[config.mk]
export PLATFORM = sky130hd
export DESIGN_NAME = piso_feeder
export DESIGN_NICKNAME = d
export VERILOG_FILES = /design/src/rtl/piso_feeder.sv
export SDC_FILE = /design/constraint.sdc
export NUM_CORES = 1
export LEC_CHECK = 0
export BUFFER_PORTS_ARGS = -buffer_cell sky130_fd_sc_hd__buf_2
export CORE_ASPECT_RATIO = 0.5
export CORE_MARGIN = 2
export CORE_UTILIZATION = 55
export CTS_BUF_LIST = sky130_fd_sc_hd__clkbuf_16
export CTS_CLUSTER_SIZE = 8
export DETAILED_ROUTE_END_ITERATION = 6
export HOLD_SLACK_MARGIN = 0.06
export PLACE_DENSITY = 0.75
export SLEW_MARGIN = 20
export SYNTH_ARGS = -nofsm -noshare
export SYNTH_HDL_FRONTEND = slang
export SYNTH_SLANG_ARGS = --single-unit
export TNS_END_PERCENT = 1
[constraint.sdc]
create_clock -name clk -period 2.3 [get_ports clk]
set_input_delay 0.23 -clock clk [delete_from_list [all_inputs] [get_ports clk]]
set_output_delay 0.23 -clock clk [all_outputs]
set_load 0.1 [all_outputs]
[src/rtl/piso_feeder.sv]
`default_nettype none
// +----------------------------------------------------------------------------+
// | piso_feeder                                                                |
// | FIFO-buffered launcher of N-bit codewords into a parallel-to-serial        |
// | serializer. Optional WAIT timeout enabled by PISO_FEEDER_TIMEOUT_EN.       |
// | Revision: 1.0                                                              |
// +----------------------------------------------------------------------------+
module piso_feeder #(
  parameter int N       = 7,
  parameter int DEPTH   = 4,
  parameter int TIMEOUT = 16
) (
  input  logic                   clk,
  input  logic                   rst_n,
  input  logic [N-1:0]           in_data,
  input  logic                   in_valid,
  output logic                   in_ready,
  output logic [N-1:0]           ser_data,
  output logic                   ser_valid,
  input  logic                   ser_done,
  output logic                   busy,
  output logic [$clog2(DEPTH):0] count,
  output logic                   err_timeout
);

  localparam int AW = $clog2(DEPTH);
  localparam int CW = AW + 1;
  localparam logic [CW-1:0] c_full = CW'(DEPTH);

  localparam logic [0:0] S_IDLE = 1'b0;
  localparam logic [0:0] S_WAIT = 1'b1;

  logic [N-1:0]  r_mem [DEPTH];
  logic [AW-1:0] r_wr_ptr;
  logic [AW-1:0] r_rd_ptr;
  logic [CW-1:0] r_count;
  logic [0:0]    r_state;

  logic w_push;
  logic w_pop;
  logic w_done;
  logic w_timeout;
  logic w_leave;

  assign in_ready = rst_n && (r_count != c_full);
  assign w_push   = in_valid && in_ready;
  assign w_pop    = (r_state == S_IDLE) && (r_count != '0);
  // ser_valid is high exactly in the first WAIT cycle, so it masks ser_done there
  assign w_done   = (r_state == S_WAIT) && !ser_valid && ser_done;
  assign w_leave  = w_done || w_timeout;

  assign busy  = (r_state == S_WAIT);
  assign count = r_count;

`ifdef PISO_FEEDER_TIMEOUT_EN
  localparam int TW = $clog2(TIMEOUT + 1);
  localparam logic [TW-1:0] c_tmo_last = TW'(TIMEOUT - 1);

  logic [TW-1:0] r_tmo_cnt;
  logic          r_err_timeout;

  // A done arriving on the expiry cycle wins over the timeout
  assign w_timeout   = (r_state == S_WAIT) && (r_tmo_cnt == c_tmo_last) && !w_done;
  assign err_timeout = r_err_timeout;

  always_ff @(posedge clk or negedge rst_n) begin
    if (!rst_n) begin
      r_tmo_cnt     <= '0;
      r_err_timeout <= 1'b0;
    end else begin
      if (w_pop) begin
        r_tmo_cnt <= '0;
      end else if (r_state == S_WAIT) begin
        r_tmo_cnt <= r_tmo_cnt + TW'(1);
      end
      if (w_timeout) begin
        r_err_timeout <= 1'b1;
      end
    end
  end
`else
  assign w_timeout   = 1'b0;
  assign err_timeout = 1'b0;
`endif

  // Storage is not reset; occupancy and pointers alone define what is valid
  always_ff @(posedge clk) begin
    if (w_push) begin
      r_mem[r_wr_ptr] <= in_data;
    end
  end

  always_ff @(posedge clk or negedge rst_n) begin
    if (!rst_n) begin
      r_wr_ptr  <= '0;
      r_rd_ptr  <= '0;
      r_count   <= '0;
      r_state   <= S_IDLE;
      ser_data  <= '0;
      ser_valid <= 1'b0;
    end else begin
      ser_valid <= w_pop;

      if (w_push) begin
        r_wr_ptr <= r_wr_ptr + AW'(1);
      end

      if (w_pop) begin
        r_rd_ptr <= r_rd_ptr + AW'(1);
        ser_data <= r_mem[r_rd_ptr];
      end

      case ({w_push, w_pop})
        2'b10:   r_count <= r_count + CW'(1);
        2'b01:   r_count <= r_count - CW'(1);
        default: r_count <= r_count;
      endcase

      case (r_state)
        S_IDLE: begin
          if (w_pop) begin
            r_state <= S_WAIT;
          end
        end
        S_WAIT: begin
          if (w_leave) begin
            r_state <= S_IDLE;
          end
        end
        default: r_state <= S_IDLE;
      endcase
    end
  end

endmodule
`default_nettype wire

==> results of run 1 <==
[logic make-up (layout without fill, tap and decap cells)]
| kind of cell | Yosys count | after routing | synth area share [%] |
|---|---|---|---|
| adder cells (fa/ha/maj) | 6 | 6 | 4.58 |
| other | 1 | 1 | 0.208 |
| flip-flops | 44 | 44 | 68.8 |
| AND/OR/NAND/NOR | 8 | 8 | 3.19 |
| XOR/XNOR | 6 | 6 | 2.92 |
| buffers and inverters | 11 | 41 | 2.91 |
| AO/OA/AOI/OAI | 4 | 4 | 1.60 |
| multiplexers | 16 | 16 | 15.8 |
[placed cells by master (no fill, tap or decap)]
cell / n
xnor2_1: 3
ha_1: 5
dlygate4sd3_1: 1
nor2_1: 1
inv_1: 8
buf_4: 2
nor3_2: 1
mux2_4: 7
dfrtp_2: 3
mux2_2: 1
edfxtp_1: 28
clkbuf_16: 5
fa_1: 1
nor2_4: 1
clkinvlp_4: 1
clkinv_2: 1
nor3b_1: 1
mux2i_1: 1
dfrtp_1: 12
buf_2: 23
mux4_2: 7
dfrtp_4: 1
xor2_1: 3
o311a_1: 1
o31a_1: 1
o21ai_0: 2
conb_1: 1
and2_1: 4
[through the flow]
step | std cells | util (%) | hold slack (ps) | setup slack [ps] | cell area (sq um)
3_5_place_dp | 158 | 64.2 | 267 | 232 | 1970
4_1_cts | 166 | 69.0 | 158 | 213 | 2120
3_3_place_gp | 158 | 64.2 | 260 | 313 | 1970
2_1_floorplan | 96 | - | -65.6 | 80.0 | 1810
6_report | 166 | 69.0 | 161 | 209 | 2120
5_1_grt | 166 | 69.0 | 162 | 69.3 | 2120
[final timing paths]
path / start / endpoint / slack, ps / depth (start not counted)
max: count[0]$_DFFE_PN0P_ / count[2]$_DFFE_PN0P_ / 210 / 8
min: in_data[6] / r_mem[3][6]$_DFFE_PP_ / 160 / 1
max reg2reg: count[0]$_DFFE_PN0P_ / count[2]$_DFFE_PN0P_ / 210 / 8
min reg2reg: ser_data[6]$_DFFE_PN0P_ / ser_data[6]$_DFFE_PN0P_ / 510 / 1
max in group asynchronous: rst_n / count[2]$_DFFE_PN0P_ / 1570 / 3
min in group asynchronous: rst_n / ser_data[0]$_DFFE_PN0P_ / 510 / 3
[flip-flops by register name, indices dropped and copies added, names as in the netlist]
signal,flops
ser_valid,1
count,3
r_wr_ptr,2
ser_data,7
r_mem,28
busy,1
r_rd_ptr,2
[per-layer routing]
| metal | vias up | global-route usage, % | routed length, microns | share of wire, % |
|---|---|---|---|---|
| li1 | 411 | - | - | - |
| met1 | 427 | 23.4 | 1330 | 50 |
| met2 | 20 | 21.9 | 1170 | 44 |
| met3 | 2 | 6.34 | 144 | 5.4 |
| met4 | 0 | 5.71 | 27 | 1.0 |
| met5 | - | 0 | 0 | 0 |
[repair_timing]
action	in CTS	in global routing
endpoints found under the hold margin	16	0
setup buffers	0	0
hold buffers	1	0
[area by class of cell]
class | instances | area [sq um]
Sequential cell | 44 | 1250
Timing Repair Buffer | 26 | 140
Tap cell | 40 | 50.0
Clock buffer | 5 | 125
Inverter | 8 | 30.0
Fill cell | 212 | 950
Clock inverter | 2 | 12.5
Multi-Input combinational cell | 41 | 509
==> impl_metrics.yaml, run 1 <==
setup_path:
  path_common_cell: "inv_1"
  path_delay_family: "adder cells"
  path_max_fanout: 7
  cp_slowest_cell: "dfrtp_2"
  cp_cell_sequence: "o311a_1 -> inv_1 -> ha_1 -> inv_1 -> fa_1 -> xor2_1 -> nor2_1 -> xnor2_1"
  critical_path_class: "reg -> reg"
  cp_num_buf_inv: 2
  required_ps: 2490
  worstPathArrival_ps: 2280
  cp_slowest_stage_delay_ps: 450
  end_kind: "register"
  cp-start-kind: "register"
yosys:
  synth_flop_cell: "edfxtp_1"
  synth_top_cells_by_count: "edfxtp_1, dfrtp_1, inv_1"
  netlist_area_sq_um: 1800
  syn_avg_cell_area_sq_um: 18.8
  ys_top_cells_by_area: "edfxtp_1, dfrtp_1, mux4_2"
  synth-edff-count: 28
  synth_cell_types: 23
  ys_async_sr_fraction_pct: 36.4
  yosysWarnings: 0
  yosysSeqAreaShare_pct: 68.8
  netlist_instances: 96
  synth_top_area_cell: "edfxtp_1"
  yosysMostFrequentCell: "edfxtp_1"
  ys_ff_latch: 44
  synth_top_cell_area_share_pct: 46.6
  syn_nets: 113
sta:
  clock.fmax_mhz: 478
  finalMaxSlewViolations: 0
  rsz0062_at_grt: "no"
  fin_crit_ps: 2090
  worst_pin_slew_ps: 551
  hold_violations: 0
  setup_tns_ps: 0
  relSlewSlack_pct: 63.2
  period_share_pct: 90.9
  setup_viol: 0
  fin_worst_skew_ps: 3.39
die:
  num_rows: 14
  coreArea_sq_um: 3070
  ios: 25
  die_w_microns: 85.0
  die_area_sq_um: 3780
  die_y_microns: 44.5
  start_util_pct: 58.8
cts:
  cts-resized-gates: 0
  insertion_delay_ps: 280
  cts_buffer_depth: 2
  cts_tree: "done"
  cts-root-buf: "clkbuf_16"
  htree_levels: 2
  clk_pin_slew_ps: 60
  clkSinkCount: 44
  cts_buffers: 5
global_route:
  grt_pass1_wl_mm: 4.12
  grt_util_all_layers_pct: 16.0
  grt_pass1_vias: 795
  overflow: 0
  antenna_found_initial: 0
  grt_max_degree: 18
route:
  wl_mm: 2.68
  wl_per_cell_microns: 16.1
  drtIter0Drc: 54
  vias: 860
  viasPerCell: 5.18
  drc: 0
  ant_nets: 0
  first_pass_iters: 2
job:
  maxCapViolCount: 0
layout:
  antennaDiodeCount: 0
  num-nets-final: 143
  drive_gt1_share_pct: 42.1
  area_delta_synth_final_pct: 17.3
hold_path:
  hold_class: "in -> reg"
placed_design:
  port_buffers: 23
  gp_congestion: 0.691
  hpwl_mm: 1.80
status:
  outcome: "finished clean"
Power of run 1 is not shown: default switching activity piles up to over one toggle a cycle in this logic, so the estimate is an artifact.
==> inputs of run 2 (changes only) <==
--- a/config.mk
+++ b/config.mk
@@ -8,7 +8,7 @@
 export BUFFER_PORTS_ARGS = -buffer_cell sky130_fd_sc_hd__buf_2
 export CORE_ASPECT_RATIO = 0.5
-export CORE_MARGIN = 2
 export CORE_UTILIZATION = 55
 export CTS_BUF_LIST = sky130_fd_sc_hd__clkbuf_16
+export CTS_CLUSTER_DIAMETER = 100
 export CTS_CLUSTER_SIZE = 8
 export DETAILED_ROUTE_END_ITERATION = 6
==> constraint.sdc (replaced) <==
create_clock -name clk -period 2.3 [get_ports clk]
set_input_delay 0.345 -clock clk [delete_from_list [all_inputs] [get_ports clk]]
set_output_delay 0.345 -clock clk [all_outputs]
set_load 0.1 [all_outputs]
==> run 2 against run 1 <==
Critical path depth down 3; first-iteration DRC count grew 19%; final cell count is 0.60% higher; register-to-register slack gained 60 ps; non-clock buffer count is the same; sequential cell count unchanged; highest routed layer unchanged.
==> impl_metrics.yaml, run 2 (synthesis gave the netlist of run 1 again) <==
status:
  outcome: "finished clean"
sta:
  finalMaxSlewViolations: 0
  setup_viol: 0
  rsz0062_at_grt: "no"
  fin_worst_skew_ps: 4.17
  setup_tns_ps: 0
  period_share_pct: 93.9
  worst_pin_slew_ps: 524
  fin_crit_ps: 2160
  relSlewSlack_pct: 65.1
  clock.fmax_mhz: 463
  hold_violations: 0
die:
  die_w_microns: 83.0
  coreArea_sq_um: 3070
  die_y_microns: 42.5
  num_rows: 14
  start_util_pct: 58.8
  ios: 25
  die_area_sq_um: 3520
placed_design:
  port_buffers: 23
  gp_congestion: 0.635
  hpwl_mm: 1.76
setup_path:
  end_kind: "output pin"
  path_max_fanout: 17
  reg2reg_setup_slack_ps: 270
  cp-start-kind: "input pin"
  reg2regPathDepth: 8
  worstPathArrival_ps: 1810
  required_ps: 1960
  critical_path_class: "in -> out"
cts:
  clkSinkCount: 44
  cts_buffer_depth: 2
  insertion_delay_ps: 280
  cts-root-buf: "clkbuf_16"
  post_cts_buffers: 0
  cts_tree: "done"
  cts_buffers: 5
  clk_pin_slew_ps: 60
  htree_levels: 2
hold_path:
  hold_path_depth: 1
  hold_class: "in -> reg"
global_route:
  grt_pass1_vias: 875
  antenna_found_initial: 0
  grt_util_all_layers_pct: 18.1
  overflow: 0
  grt_pass1_wl_mm: 4.36
  grt_max_degree: 18
layout:
  num-nets-final: 143
  mostFrequentLayoutCell: "edfxtp_1"
  drive_gt1_share_pct: 40.9
  layout_common_cells: "edfxtp_1, buf_2, dfrtp_1, inv_1"
  largest_register: "r_mem"
  area_delta_synth_final_pct: 17.3
  largest_reg_flops: 28
  antennaDiodeCount: 0
route:
  wl_mm: 2.66
  wl_per_cell_microns: 16.0
  drc: 0
  vias: 865
  first_pass_iters: 4
  viasPerCell: 5.18
  drtIter0Drc: 64
  ant_nets: 0
job:
  maxCapViolCount: 0
run 2: routing by layer:
layer | GRT usage (%) | wire, microns
met5 | 0 | 0
met4 | 10.3 | 55
met3 | 6.10 | 126
met2 | 26.1 | 1190
met1 | 24.4 | 1300
run 2: final timing paths:
kind                                      start                 endpoint
setup / recovery                          rst_n                 in_ready
hold / removal                       in_data[3]    r_mem[1][3]$_DFFE_PP_
min in group asynchronous                 rst_n  ser_data[3]$_DFFE_PN0P_
setup reg to reg           count[1]$_DFFE_PN0P_     count[2]$_DFFE_PN0P_
hold reg to reg             ser_valid$_DFF_PN0_           busy$_DFF_PN0_
max in group asynchronous                 rst_n     count[0]$_DFFE_PN0P_
run 2: stage by stage:
step                setup slack (ps)  cell area (sq um)  std cells  utilization, %  hold WS, ps
floorplan                       80.0               1810         96               -         49.4
global placement                 321               1970        158            64.2          338
detailed placement               245               1970        158            64.2          339
CTS                              118               2120        167            69.0          270
global route                    55.2               2120        167            69.0          269
finish                           141               2120        167            69.0          277
run 2: worst max-delay path: stages:
cell and delay [ps]:
dlygate4sd3_1 520, buf_2 110, buf_4 250, o31a_1 170
buf_2 420
run 2: cell type report:
class	instances	area (sq um)
clock buffer	5	125
clock inverter	3	12.5
fill	213	950
inverter	8	30.0
multi-input combinational	41	509
sequential	44	1250
tap	40	50.0
timing repair buffer	26	140
run 2: what timing repair did:
| action | CTS | global route |
|---|---|---|
| hold endpoints to repair | 16 | 0 |
| hold buffers | 1 | 0 |
| resized for setup | 0 | 0 |
| setup endpoints to repair | 0 | 0 |
Power of run 2 is left out for the same reason.
==> inputs of run 3 (changes only) <==
==> constraint.sdc (replaced) <==
create_clock -name clk -period 2.3 [get_ports clk]
set_input_delay 0.345 -clock clk [delete_from_list [all_inputs] [get_ports clk]]
set_output_delay 0.345 -clock clk [all_outputs]
set_load 0.01 [all_outputs]
==> run 3 against run 2 <==
Register-to-register slack worse by 20 ps; sequential share of layout area is 1.1 points lower; via count grew 0.69%; wire length rose by 5.3%; setup slack improved by 100 ps; final cell count stayed put; sequential cell count unchanged; first-iteration DRC count down 66%; clock skew hardly changed; clock-buffer cell count unchanged; hold slack worse by 1.4 ps; maximum frequency increased by 5.0%.
==> impl_metrics.yaml, run 3 (synthesis gave the netlist of run 1 again) <==
setup_path:
  cp-start-kind: "input pin"
  end_kind: "register"
  critical_path_class: "in -> reg"
  required_ps: 2510
  cp_slowest_cell: "dlygate4sd3_1"
  reg2reg_to: "count[2]$_DFFE_PN0P_"
  startpoint: "rst_n"
  cp_cell_sequence: "dlygate4sd3_1 -> buf_2 -> o311a_1 -> inv_1 -> ha_1 -> inv_1 -> fa_1 -> xor2_1 -> nor2_1 -> xnor2_1"
  cp_slowest_stage_delay_ps: 530
  path_common_cell: "inv_1"
  r2r_start: "count[0]$_DFFE_PN0P_"
  worstPathArrival_ps: 2270
  reg2reg_setup_slack_ps: 250
  reg2regPathDepth: 8
  path_max_fanout: 7
sta:
  setup_tns_ps: 0
  fin_worst_skew_ps: 4.17
  clock.fmax_mhz: 486
  hold_violations: 0
  finalMaxSlewViolations: 0
  worst_pin_slew_ps: 520
  setup_viol: 0
  period_share_pct: 89.4
  fin_crit_ps: 2060
  relSlewSlack_pct: 65.4
  rsz0062_at_grt: "no"
layout:
  fin_cells: 167
  largest_reg_flops: 28
  mostFrequentLayoutCell: "edfxtp_1"
  num-nets-final: 143
  drive_gt1_share_pct: 39.4
  antennaDiodeCount: 0
  area_delta_synth_final_pct: 18.8
  largest_register: "r_mem"
  final_core_util_pct: 69.9
  stdcell_area_sq_um: 2140
  layout_common_cells: "edfxtp_1, buf_2, dfrtp_1, inv_1"
cts:
  cts_tree: "done"
  insertion_delay_ps: 280
  htree_levels: 2
  cts-root-buf: "clkbuf_16"
  cts_buffers: 5
  clkSinkCount: 44
  cts_buffer_depth: 2
  cts-resized-gates: 0
  clk_pin_slew_ps: 60
route:
  drc: 0
  wl_per_cell_microns: 16.8
  ant_nets: 0
  drtIter0Drc: 22
  vias: 871
  first_pass_iters: 3
  wl_mm: 2.80
  viasPerCell: 5.22
global_route:
  grt_pass1_vias: 881
  grt_util_all_layers_pct: 18.9
  grt_max_degree: 18
  overflow: 0
  grt_pass1_wl_mm: 4.64
  antenna_found_initial: 0
die:
  coreArea_sq_um: 3070
  die_y_microns: 42.5
  start_util_pct: 58.8
  num_rows: 14
  die_area_sq_um: 3520
  die_w_microns: 83.0
  ios: 25
hold_path:
  min_from: "in_data[3]"
  whs_endpoint: "r_mem[3][3]$_DFFE_PP_"
  hold_class: "in -> reg"
  hold_path_depth: 1
placed_design:
  port_buffers: 23
  hpwl_mm: 1.89
  gp_congestion: 0.730
  dpl.cell_count: 158
  dpl_cell_area_sq_um: 1960
pwr:
  peakVddDrop_v: 0.000679
  p_leak_nw: 0.870
  power.density_nw_per_um2: 1390
status:
  outcome: "finished clean"
job:
  maxCapViolCount: 0
[run 3: cell count changes in the layout (fill, tap and decap cells not counted), sizes merged]
cell	change
bufinv	+1
clkinv	-1
clkinvlp	+1
inv	-1
[run 3: area by class of cell]
cell class | count | area (sq um)
Sequential cell | 44 | 1240
Inverter | 8 | 30.0
Fill cell | 197 | 923
Clock inverter | 3 | 46.3
Multi-Input combinational cell | 41 | 509
Tap cell | 40 | 50.0
Timing Repair Buffer | 26 | 140
Clock buffer | 5 | 125
[run 3: how the worst max path moves through the flow]
stage | to | cells after the start
2_1_floorplan | count[2]$_DFFE_PN0P_ | 8
3_3_place_gp | count[2]$_DFFE_PN0P_ | 8
3_5_place_dp | count[2]$_DFFE_PN0P_ | 8
4_1_cts | count[2]$_DFFE_PN0P_ | 8
5_1_grt | count[2]$_DFFE_PN0P_ | 10
6_report | count[2]$_DFFE_PN0P_ | 10
[run 3: stage by stage]
stage                     hold slack, ps  power [mW]  worst slack (ps)
after floorplan                     49.4        1.92               336
after global placement               325        2.14               324
after detailed placement             327        2.19               246
after CTS                            269        3.03               233
after global routing                 272        3.15              93.9
final                                276        2.98               244
[run 3: worst max-delay path, delay by kind of cell]
kind	cells	cell delay [ps]
XOR/XNOR	2	280
AND/OR/NAND/NOR	1	110
AO/OA/AOI/OAI	1	190
buffers and inverters	4	810
adder cells (fa/ha/maj)	2	540
[run 3: per-layer routing]
layer,GRT usage [%],up-vias,share of wire (%)
li1,-,408,-
met1,26.3,441,48
met2,28.2,19,47
met3,6.50,3,4.2
met4,7.24,0,1.2
met5,0,-,0
[run 3: power by group]
group,switching (mW),total (mW),internal [mW]
clock,0.303,0.819,0.516
combinational,0.396,0.917,0.521
sequential,0.189,1.24,1.05
total,0.888,2.98,2.09
[run 3: repair_timing]
item | CTS | global route
hold buffers | 1 | 0
buffers inserted | 0 | 0
hold endpoints to repair | 16 | 0
Power figures use the tool's default switching activity.
